--- src/rtl/pipeline_hazard_controller_pkg.sv ---
// Shared definitions for the pipeline hazard controller.
//   - state_e   : controller FSM encoding (RUN=00, MEM_WAIT=01, FLUSH=10)
//   - FWD_*     : EX operand-select codes driven on fwd_a_o / fwd_b_o
//   - fwd_sel() : forwarding priority for one EX source register
package pipeline_hazard_controller_pkg;

  typedef enum logic [1:0] {
    ST_RUN      = 2'b00,
    ST_MEM_WAIT = 2'b01,
    ST_FLUSH    = 2'b10
  } state_e;

  localparam logic [1:0] FWD_RF  = 2'b00;  // operand from register file
  localparam logic [1:0] FWD_MEM = 2'b10;  // operand from MEM-stage result
  localparam logic [1:0] FWD_WB  = 2'b01;  // operand from WB-stage result

  // MEM wins over WB because it holds the younger write to the same register.
  // x0 is hard-wired zero, so a write "to" x0 is never forwarded.
  function automatic logic [1:0] fwd_sel(
    input logic [4:0] rs,
    input logic [4:0] mem_rd,
    input logic       mem_we,
    input logic [4:0] wb_rd,
    input logic       wb_we
  );
    if (mem_we && (mem_rd != 5'd0) && (mem_rd == rs)) begin
      return FWD_MEM;
    end else if (wb_we && (wb_rd != 5'd0) && (wb_rd == rs)) begin
      return FWD_WB;
    end else begin
      return FWD_RF;
    end
  endfunction

endpackage

--- src/rtl/pipeline_hazard_controller_fwd.sv ---
// forwarding_unit: purely combinational EX operand-select generation.
// Ports:
//   ex_rs1_i, ex_rs2_i   : source registers of the instruction in EX
//   mem_rd_i, mem_we_i   : MEM-stage destination and write flag
//   wb_rd_i,  wb_we_i    : WB-stage destination and write flag
//   fwd_a_o,  fwd_b_o    : operand selects (FWD_RF / FWD_MEM / FWD_WB)
module forwarding_unit
  import pipeline_hazard_controller_pkg::*;
(
  input  logic [4:0] ex_rs1_i,
  input  logic [4:0] ex_rs2_i,
  input  logic [4:0] mem_rd_i,
  input  logic       mem_we_i,
  input  logic [4:0] wb_rd_i,
  input  logic       wb_we_i,
  output logic [1:0] fwd_a_o,
  output logic [1:0] fwd_b_o
);

  assign fwd_a_o = fwd_sel(ex_rs1_i, mem_rd_i, mem_we_i, wb_rd_i, wb_we_i);
  assign fwd_b_o = fwd_sel(ex_rs2_i, mem_rd_i, mem_we_i, wb_rd_i, wb_we_i);

endmodule

--- src/rtl/pipeline_hazard_controller.sv ---
// pipeline_hazard_controller: stall / flush / forwarding control for a
// 5-stage in-order pipeline (IF, ID, EX, MEM, WB).
// Ports:
//   clk_i, reset_i (async, active-low)
//   id_rs1_i/id_rs2_i, ex_rs1_i/ex_rs2_i/ex_rd_i, ex_mem_read_i, ex_reg_write_i
//   mem_rd_i/mem_reg_write_i, wb_rd_i/wb_reg_write_i : hazard sources
//   branch_taken_i                 : control transfer resolved taken in EX
//   dmem_req_i, dmem_ack_i         : MEM-stage data-memory handshake
//   pc_en_o .. memwb_en_o          : stage-register load enables
//   ifid/idex/memwb_flush_o        : load a bubble into that register
//   fwd_a_o, fwd_b_o               : EX operand selects
//   stall_cnt_o                    : saturating count of cycles with pc_en_o=0
//   state_o                        : current FSM state (debug)
//
// Data-memory handshake: the MEM stage raises dmem_req_i for an access and
// the memory raises dmem_ack_i in the cycle the access completes. A cycle
// with req=1 and ack=0 freezes the whole pipeline; the first cycle with
// ack=1 releases it and the pipeline advances that same cycle.
//
// All control outputs are combinational from state and inputs so that the
// stage registers see them in the same cycle the hazard appears.
module pipeline_hazard_controller
  import pipeline_hazard_controller_pkg::*;
#(
  parameter int STALL_CNT_W = 16
) (
  input  logic                   clk_i,
  input  logic                   reset_i,
  input  logic [4:0]             id_rs1_i,
  input  logic [4:0]             id_rs2_i,
  input  logic [4:0]             ex_rs1_i,
  input  logic [4:0]             ex_rs2_i,
  input  logic [4:0]             ex_rd_i,
  input  logic                   ex_mem_read_i,
  input  logic                   ex_reg_write_i,
  input  logic [4:0]             mem_rd_i,
  input  logic                   mem_reg_write_i,
  input  logic [4:0]             wb_rd_i,
  input  logic                   wb_reg_write_i,
  input  logic                   branch_taken_i,
  input  logic                   dmem_req_i,
  input  logic                   dmem_ack_i,
  output logic                   pc_en_o,
  output logic                   ifid_en_o,
  output logic                   idex_en_o,
  output logic                   exmem_en_o,
  output logic                   memwb_en_o,
  output logic                   ifid_flush_o,
  output logic                   idex_flush_o,
  output logic                   memwb_flush_o,
  output logic [1:0]             fwd_a_o,
  output logic [1:0]             fwd_b_o,
  output logic [STALL_CNT_W-1:0] stall_cnt_o,
  output logic [1:0]             state_o
);

  localparam logic [STALL_CNT_W-1:0] CNT_MAX = {STALL_CNT_W{1'b1}};
  localparam logic [STALL_CNT_W-1:0] CNT_ONE = {{(STALL_CNT_W-1){1'b0}}, 1'b1};

  state_e                   r_state;
  logic [STALL_CNT_W-1:0]   r_stall_cnt;
  state_e                   w_state_nxt;
  logic                     w_freeze;
  logic                     w_load_use;
  logic                     w_lu_allowed;
  logic [1:0]               w_fwd_a;
  logic [1:0]               w_fwd_b;

  // ex_reg_write_i is implied for a load; the load-use test keys on the
  // load flag alone, so the write flag is not needed here.
  logic w_unused;
  assign w_unused = ex_reg_write_i;

  // In MEM_WAIT only the ack matters (req is assumed still held); elsewhere a
  // new freeze starts on req without ack.
  assign w_freeze = (r_state == ST_MEM_WAIT) ? !dmem_ack_i
                                             : (dmem_req_i && !dmem_ack_i);

  assign w_load_use = ex_mem_read_i && (ex_rd_i != 5'd0) &&
                      ((ex_rd_i == id_rs1_i) || (ex_rd_i == id_rs2_i));

  // After a taken branch ID holds a bubble, so its register fields are stale.
  assign w_lu_allowed = (r_state != ST_FLUSH);

  forwarding_unit u_fwd (
    .ex_rs1_i (ex_rs1_i),
    .ex_rs2_i (ex_rs2_i),
    .mem_rd_i (mem_rd_i),
    .mem_we_i (mem_reg_write_i),
    .wb_rd_i  (wb_rd_i),
    .wb_we_i  (wb_reg_write_i),
    .fwd_a_o  (w_fwd_a),
    .fwd_b_o  (w_fwd_b)
  );

  // Priority: mem freeze > taken branch > load-use. On the ack cycle out of
  // MEM_WAIT the pipeline advances, so a branch held in EX during the freeze
  // is flushed here.
  always_comb begin
    pc_en_o       = 1'b1;
    ifid_en_o     = 1'b1;
    idex_en_o     = 1'b1;
    exmem_en_o    = 1'b1;
    memwb_en_o    = 1'b1;
    ifid_flush_o  = 1'b0;
    idex_flush_o  = 1'b0;
    memwb_flush_o = 1'b0;
    fwd_a_o       = w_fwd_a;
    fwd_b_o       = w_fwd_b;
    w_state_nxt   = ST_RUN;
    if (!reset_i) begin
      pc_en_o       = 1'b0;
      ifid_en_o     = 1'b0;
      idex_en_o     = 1'b0;
      exmem_en_o    = 1'b0;
      memwb_en_o    = 1'b0;
      ifid_flush_o  = 1'b1;
      idex_flush_o  = 1'b1;
      memwb_flush_o = 1'b1;
      fwd_a_o       = FWD_RF;
      fwd_b_o       = FWD_RF;
    end else if (w_freeze) begin
      // Hold every stage; WB retires nothing while MEM is stuck.
      pc_en_o       = 1'b0;
      ifid_en_o     = 1'b0;
      idex_en_o     = 1'b0;
      exmem_en_o    = 1'b0;
      memwb_en_o    = 1'b0;
      memwb_flush_o = 1'b1;
      w_state_nxt   = ST_MEM_WAIT;
    end else if (branch_taken_i) begin
      ifid_flush_o  = 1'b1;
      idex_flush_o  = 1'b1;
      w_state_nxt   = ST_FLUSH;
    end else if (w_load_use && w_lu_allowed) begin
      // Hold IF/ID one cycle and insert a single bubble into EX.
      pc_en_o       = 1'b0;
      ifid_en_o     = 1'b0;
      idex_flush_o  = 1'b1;
    end
  end

  always_ff @(posedge clk_i or negedge reset_i) begin
    if (!reset_i) begin
      r_state     <= ST_RUN;
      r_stall_cnt <= '0;
    end else begin
      r_state <= w_state_nxt;
      if (!pc_en_o && (r_stall_cnt != CNT_MAX)) begin
        r_stall_cnt <= r_stall_cnt + CNT_ONE;
      end
    end
  end

  assign stall_cnt_o = r_stall_cnt;
  assign state_o     = r_state;

endmodule

--- config.mk ---
export PLATFORM = sky130hd
export DESIGN_NAME = pipeline_hazard_controller
export DESIGN_NICKNAME = d
export VERILOG_FILES = /design/src/rtl/pipeline_hazard_controller_pkg.sv /design/src/rtl/pipeline_hazard_controller_fwd.sv /design/src/rtl/pipeline_hazard_controller.sv
export SDC_FILE = /design/constraint.sdc
export NUM_CORES = 1
export LEC_CHECK = 0
export CORE_MARGIN = 5
export CORE_UTILIZATION = 39
export DETAILED_ROUTE_END_ITERATION = 8
export GPL_ROUTABILITY_DRIVEN = 0
export MAX_ROUTING_LAYER = met4
export PLACE_DENSITY = 0.87
export SYNTH_ARGS = -nofsm -noshare
export SYNTH_HDL_FRONTEND = slang
export SYNTH_SLANG_ARGS = --single-unit
--- constraint.sdc ---
create_clock -name clk_i -period 4.5 [get_ports clk_i]
set_input_delay 1.35 -clock clk_i [delete_from_list [all_inputs] [get_ports clk_i]]
set_output_delay 1.35 -clock clk_i [all_outputs]
set_load 0.05 [all_outputs]
-- Yosys cells after proc, flatten, opt, wreduce, memory -nomap -nowiden
Index checks and enable logic that the tools add are counted.
- add/subtract/negate cells: 1
- $mul: 0
- div/mod/pow operators: 0
- order comparisons: 0
- equality and inequality tests: 9
- shifts and indexed selects: 0
- muxes and demuxes: 25
- bitwise gates (word level): 0
- reductions and logical operators: 17
- operators by type and width (cell ; number):
    == test 5 bit ; 6
    two-way mux 1 bit ; 18
    adder 16 x 1 -> 16 bit, second input constant ; 1
    inequality test 16 bit, second input constant ; 1
    nonzero test 5 bit ; 3
    two-way mux 2 bit ; 7
    logical AND 1 bit ; 11
    == test 2 x 1 -> 1 bit, second input constant ; 1
    zero test 1 bit ; 2
    inequality test 2 bit, second input constant ; 1
    logical OR 1 bit ; 1
- flip-flop bits (word level): 18
- latch bits: 0
- bits in writable memories: 0
- ROM bits: 0
- input bits: 44
- output and inout port bits: 30
- word-level logic and storage cells: 54
- memories kept: 0

-- Logic depth before layout (Yosys ltp)
- word-level depth: 10
- gate-level depth with buffers: 8
- depth with buffers taken out: 7

-- By module
Synthesis repeated with hierarchy kept, for this count alone.
- cells, all modules: 144
- area total of the unflattened synthesis: 1351.3 µm²
- modules (own cells, without submodules) (module ; times used ; cells an instance ; area each (µm²) ; sequential area each (µm²)):
    pipeline_hazard_controller ; 1 ; 110 ; 1093.5 ; 450.4
    forwarding_unit ; 1 ; 34 ; 257.7 ; 0.0

-- Worst setup path after synthesis
OpenSTA, ideal clock, no wires.
- path kind: input to output
- start: input mem_rd_i[1]
- end: output fwd_a_o[0]
- data arrival time: 3.701 ns
- data required time: 3.150 ns
- setup slack: -0.551 ns
- stages on the path: 4
- path buffers: 0
- path through: or4_1 -> o21ai_0 -> nor4_1 -> nor4_1
- word-level cells in the longest chain between the ends: 5
- elaborated cells between the ends (all ways): 6
- classes of those cells: 1 x eq/ne; 2 x mux; 3 x reduce/logical
- ends and longest elaborated chain (what ; line ; text):
    start, declared ; pipeline_hazard_controller.sv:36 ; input logic [4:0] mem_rd_i,
    nonzero test 5 bit ; pipeline_hazard_controller_pkg.sv:26 ; if (mem_we && (mem_rd != 5'd0) && (mem_rd == rs)) begin
    logical AND 1 bit ; pipeline_hazard_controller_pkg.sv:26 ;
    logical AND 1 bit * ; pipeline_hazard_controller_pkg.sv:26 ;
    two-way mux 2 bit * ; pipeline_hazard_controller_pkg.sv:26 ;
    two-way mux 2 bit * ; pipeline_hazard_controller.sv:111 ; if (!reset_i) begin
    end, declared ; pipeline_hazard_controller.sv:51 ; output logic [1:0] fwd_a_o,
Every way passes the cells marked *; elsewhere a longest branch is shown, timed or not.

-- Final worst setup path
- start: input wb_rd_i[2]
- end: output fwd_a_o[0]
- word-level cells in the longest chain between the ends: 6
- elaborated cells between the ends (all ways): 7
- classes of those cells: 1 x eq/ne; 3 x mux; 3 x reduce/logical
- ends and longest elaborated chain (what ; line ; text):
    start, declared ; pipeline_hazard_controller.sv:38 ; input logic [4:0] wb_rd_i,
    nonzero test 5 bit ; pipeline_hazard_controller_pkg.sv:28 ; end else if (wb_we && (wb_rd != 5'd0) && (wb_rd == rs)) begin
    logical AND 1 bit ; pipeline_hazard_controller_pkg.sv:28 ;
    logical AND 1 bit * ; pipeline_hazard_controller_pkg.sv:28 ;
    two-way mux 1 bit * ; pipeline_hazard_controller_pkg.sv:28 ;
    two-way mux 2 bit * ; pipeline_hazard_controller_pkg.sv:26 ;
    two-way mux 2 bit * ; pipeline_hazard_controller.sv:111 ;
Marks and branches as above.

==> metrics <==
status=complete, no violations; via count=1379; Startpoint Class=primary input; fraction of layout cells with a size suffix above 1=about a fifth; first-pass GRT wire length=~6.2 mm; WP data arrival=a little over 3 ns; Hold-fix buffers, CTS=0; dominant cell type by area after synthesis=dfrtp_1; YS warnings=0; area of the multi-input gates=905 µm²; Peak Freq=0.227 GHz; Routed WL per cell=~17 µm; DIE WIDTH=68.5 µm; Post-synth top cells=xor2_1 (26), dfrtp_1 (18), xnor2_1 (17); worst r2r src=stall_cnt_o[7]$_DFFE_PN0P_; WS Path Type=in2out; GRT Util Overall=18.2%; IO Port Bufs=72; Post-Place Setup Slack=-0.133 ns; P_leak=a little under 1 nW; Final ANT Viol Nets=0; Post-synth EDFFs=0; Reg clk slew, reported paths=~0.10 ns; setup slack after layout=0.0978 ns; Worst VDD drop=0.372 mV; Setup crit end kind=output pin; Synth Flop Type=dfrtp_1; hold path start=stall_cnt_o[9]$_DFFE_PN0P_; setup_tns=0 ns; Hold Path Depth=1; area grow syn2layout=79.6%; Detailed Routing Iterations Pass 1=4; Hold EP=stall_cnt_o[9]$_DFFE_PN0P_; cts bufs inserted=3; top cells by area, synth=dfrtp_1 (34%), xor2_1 (17%), xnor2_1 (11%); DRT iter0 DRCs=36; reg2reg end=stall_cnt_o[1]$_DFFE_PN0P_; Netlist cell types=31; Max Cap Viol=0; Critical Path Fanout Max=2; Syn Inst Count=139; die footprint=0.00469 mm²; Reg2Reg Depth=6; Synth Register Bits=18; Final Hold Fails=0; Core ar.=between 0.003 and 0.004 mm²; Worst Max-Slew Pin Slew=between 0.7 and 0.8 ns; die height=68.5 µm; Root Buffer=clkbuf_4; CP required=3.15 ns; mean area per synthesized cell=9.59 µm²; H-tree depth=1; FF-to-FF setup slack=2.38 ns; top cell type's share of synthesized area=33.8%; ratio of final minimum period to clock period=97.8%; ys async rst share=100%; DRC Markers=0; Worst Skew=about 0.0047 ns; Post-Route WL=4.51 mm; fillers=approximately 250; grt total ovfl=0; Synth Cell Area=between 0.001 and 0.0015 mm²; initial core utilization=40.2%; Worst-Skew Late Latency=approximately 0.3 ns; syn_nets=184; Worst Hold Class=reg2reg; initial antenna violation count=0; Max-slew headroom=46.8%; Setup-failing EPs final=0; top-count cell post-synth=xor2_1; vias in the first global route=1381; IO Pins=between 70 and 80; fin crit period=4.40 ns; Layout Nets=between 200 and 300; RSZ-0062 raised after global routing=no; HPWL Detailed=3.25 mm; Core Rows=21; CTS max path bufs=2; CTS tree=yes; largest net degree at the start of global routing=25; max-slew violations=0; vias per inst=5.11; sequential element share of the synthesized area=roughly 34%; clock sink total=18; ant diodes=0; power density cells=356 mW/mm²; Seq. cell area=450 µm²
-- power by group --
part / internal, W / switching (W)
sequential: 0.000206 / 0.0000523
clock: 0.0000494 / 0.0000507
combinational: 0.000199 / 0.000294
-- cells by family (layout without fill, tap and decap cells) --
logic type | Yosys count | after routing | synth area share, %
AO/OA/AOI/OAI | 8 | 8 | 5.92
XOR/XNOR | 43 | 43 | 28.3
adder cells (fa/ha/maj) | 1 | 1 | 0.939
buffers and inverters | 9 | 94 | 3.94
flip-flops | 18 | 18 | 33.8
multiplexers | 2 | 2 | 2.25
AND/OR/NAND/NOR | 58 | 58 | 24.9
-- cell type report --
class | instances | area share [%]
timing repair buffer | 86 | 38.8
inverter | 4 | 0.627
sequential | 18 | 18.8
tap | 46 | 2.40
clock buffer | 4 | 1.52
multi-input combinational | 112 | 37.8
-- how the worst max path moves through the flow --
stage,startpoint,to,slack (ns),depth (start not counted)
after global routing,mem_rd_i[0],fwd_a_o[1],0.03,6
after floorplan,mem_rd_i[1],fwd_a_o[0],0.02,4
after global placement,mem_rd_i[1],fwd_a_o[0],-0.08,6
final,wb_rd_i[2],fwd_a_o[0],0.1,6
after detailed placement,mem_rd_i[1],fwd_b_o[0],-0.13,6
after CTS,mem_rd_i[4],fwd_a_o[1],0.02,7
-- per-layer routing --
metal  vias to the layer above  GRT usage, %  wire length (µm)
li1                        658             -                 -
met1                       654          18.3              1780
met2                        59          34.0              2270
met3                         8          4.93               420
met4                         0          4.96                38
met5                         -             -                 0
-- registers in the layout (all words and copies together) (netlist names) --
name         flops
stall_cnt_o     16
state_o          2
-- what timing repair did --
action                                  4_1_cts  5_1_grt
pin swaps                                     2        4
resized for setup                             7        9
endpoints found under the setup margin        2        3
setup buffers                                 0        1
-- placed cells by master (no fill, tap or decap), types with 2 or more instances in the layout --
| master | Yosys | layout |
|---|---|---|
| and2_1 | 3 | 2 |
| and3_1 | 3 | 3 |
| buf_12 | 0 | 10 |
| buf_4 | 3 | 16 |
| clkbuf_4 | 0 | 3 |
| clkdlybuf4s50_1 | 0 | 55 |
| dfrtp_1 | 18 | 18 |
| dlymetal6s2s_1 | 0 | 4 |
| inv_1 | 4 | 4 |
| mux2_4 | 2 | 2 |
| nand2_1 | 9 | 9 |
| nand3_1 | 8 | 8 |
| nand4_1 | 3 | 3 |
| nor2_1 | 6 | 6 |
| nor3_1 | 2 | 2 |
| nor4_1 | 10 | 6 |
| nor4_4 | 0 | 3 |
| nor4b_1 | 4 | 4 |
| or4_1 | 6 | 3 |
| or4_4 | 0 | 3 |
| xnor2_1 | 17 | 17 |
| xor2_1 | 26 | 26 |
-- stage by stage --
step,power [W],utilization (%),area (µm²),cells,hold slack [ns]
final,0.000852,72.3,2390,270,0.500
after global placement,0.000730,68.9,2280,265,0.476
after detailed placement,0.000742,68.9,2280,265,0.487
after global routing,0.000894,72.3,2390,270,0.517
after CTS,0.000851,70.9,2350,269,0.501
after floorplan,0.000543,-,1350,139,0.789
-- worst max-delay path, cell delays in order --
cell             delay [ns]
clkdlybuf4s50_1        0.50
or4_1                  0.12
o211ai_1               0.09
or4_4                  0.56
nor4_4                 0.23
buf_12                 0.18
Note: power is estimated with default switching activity, not from simulation.
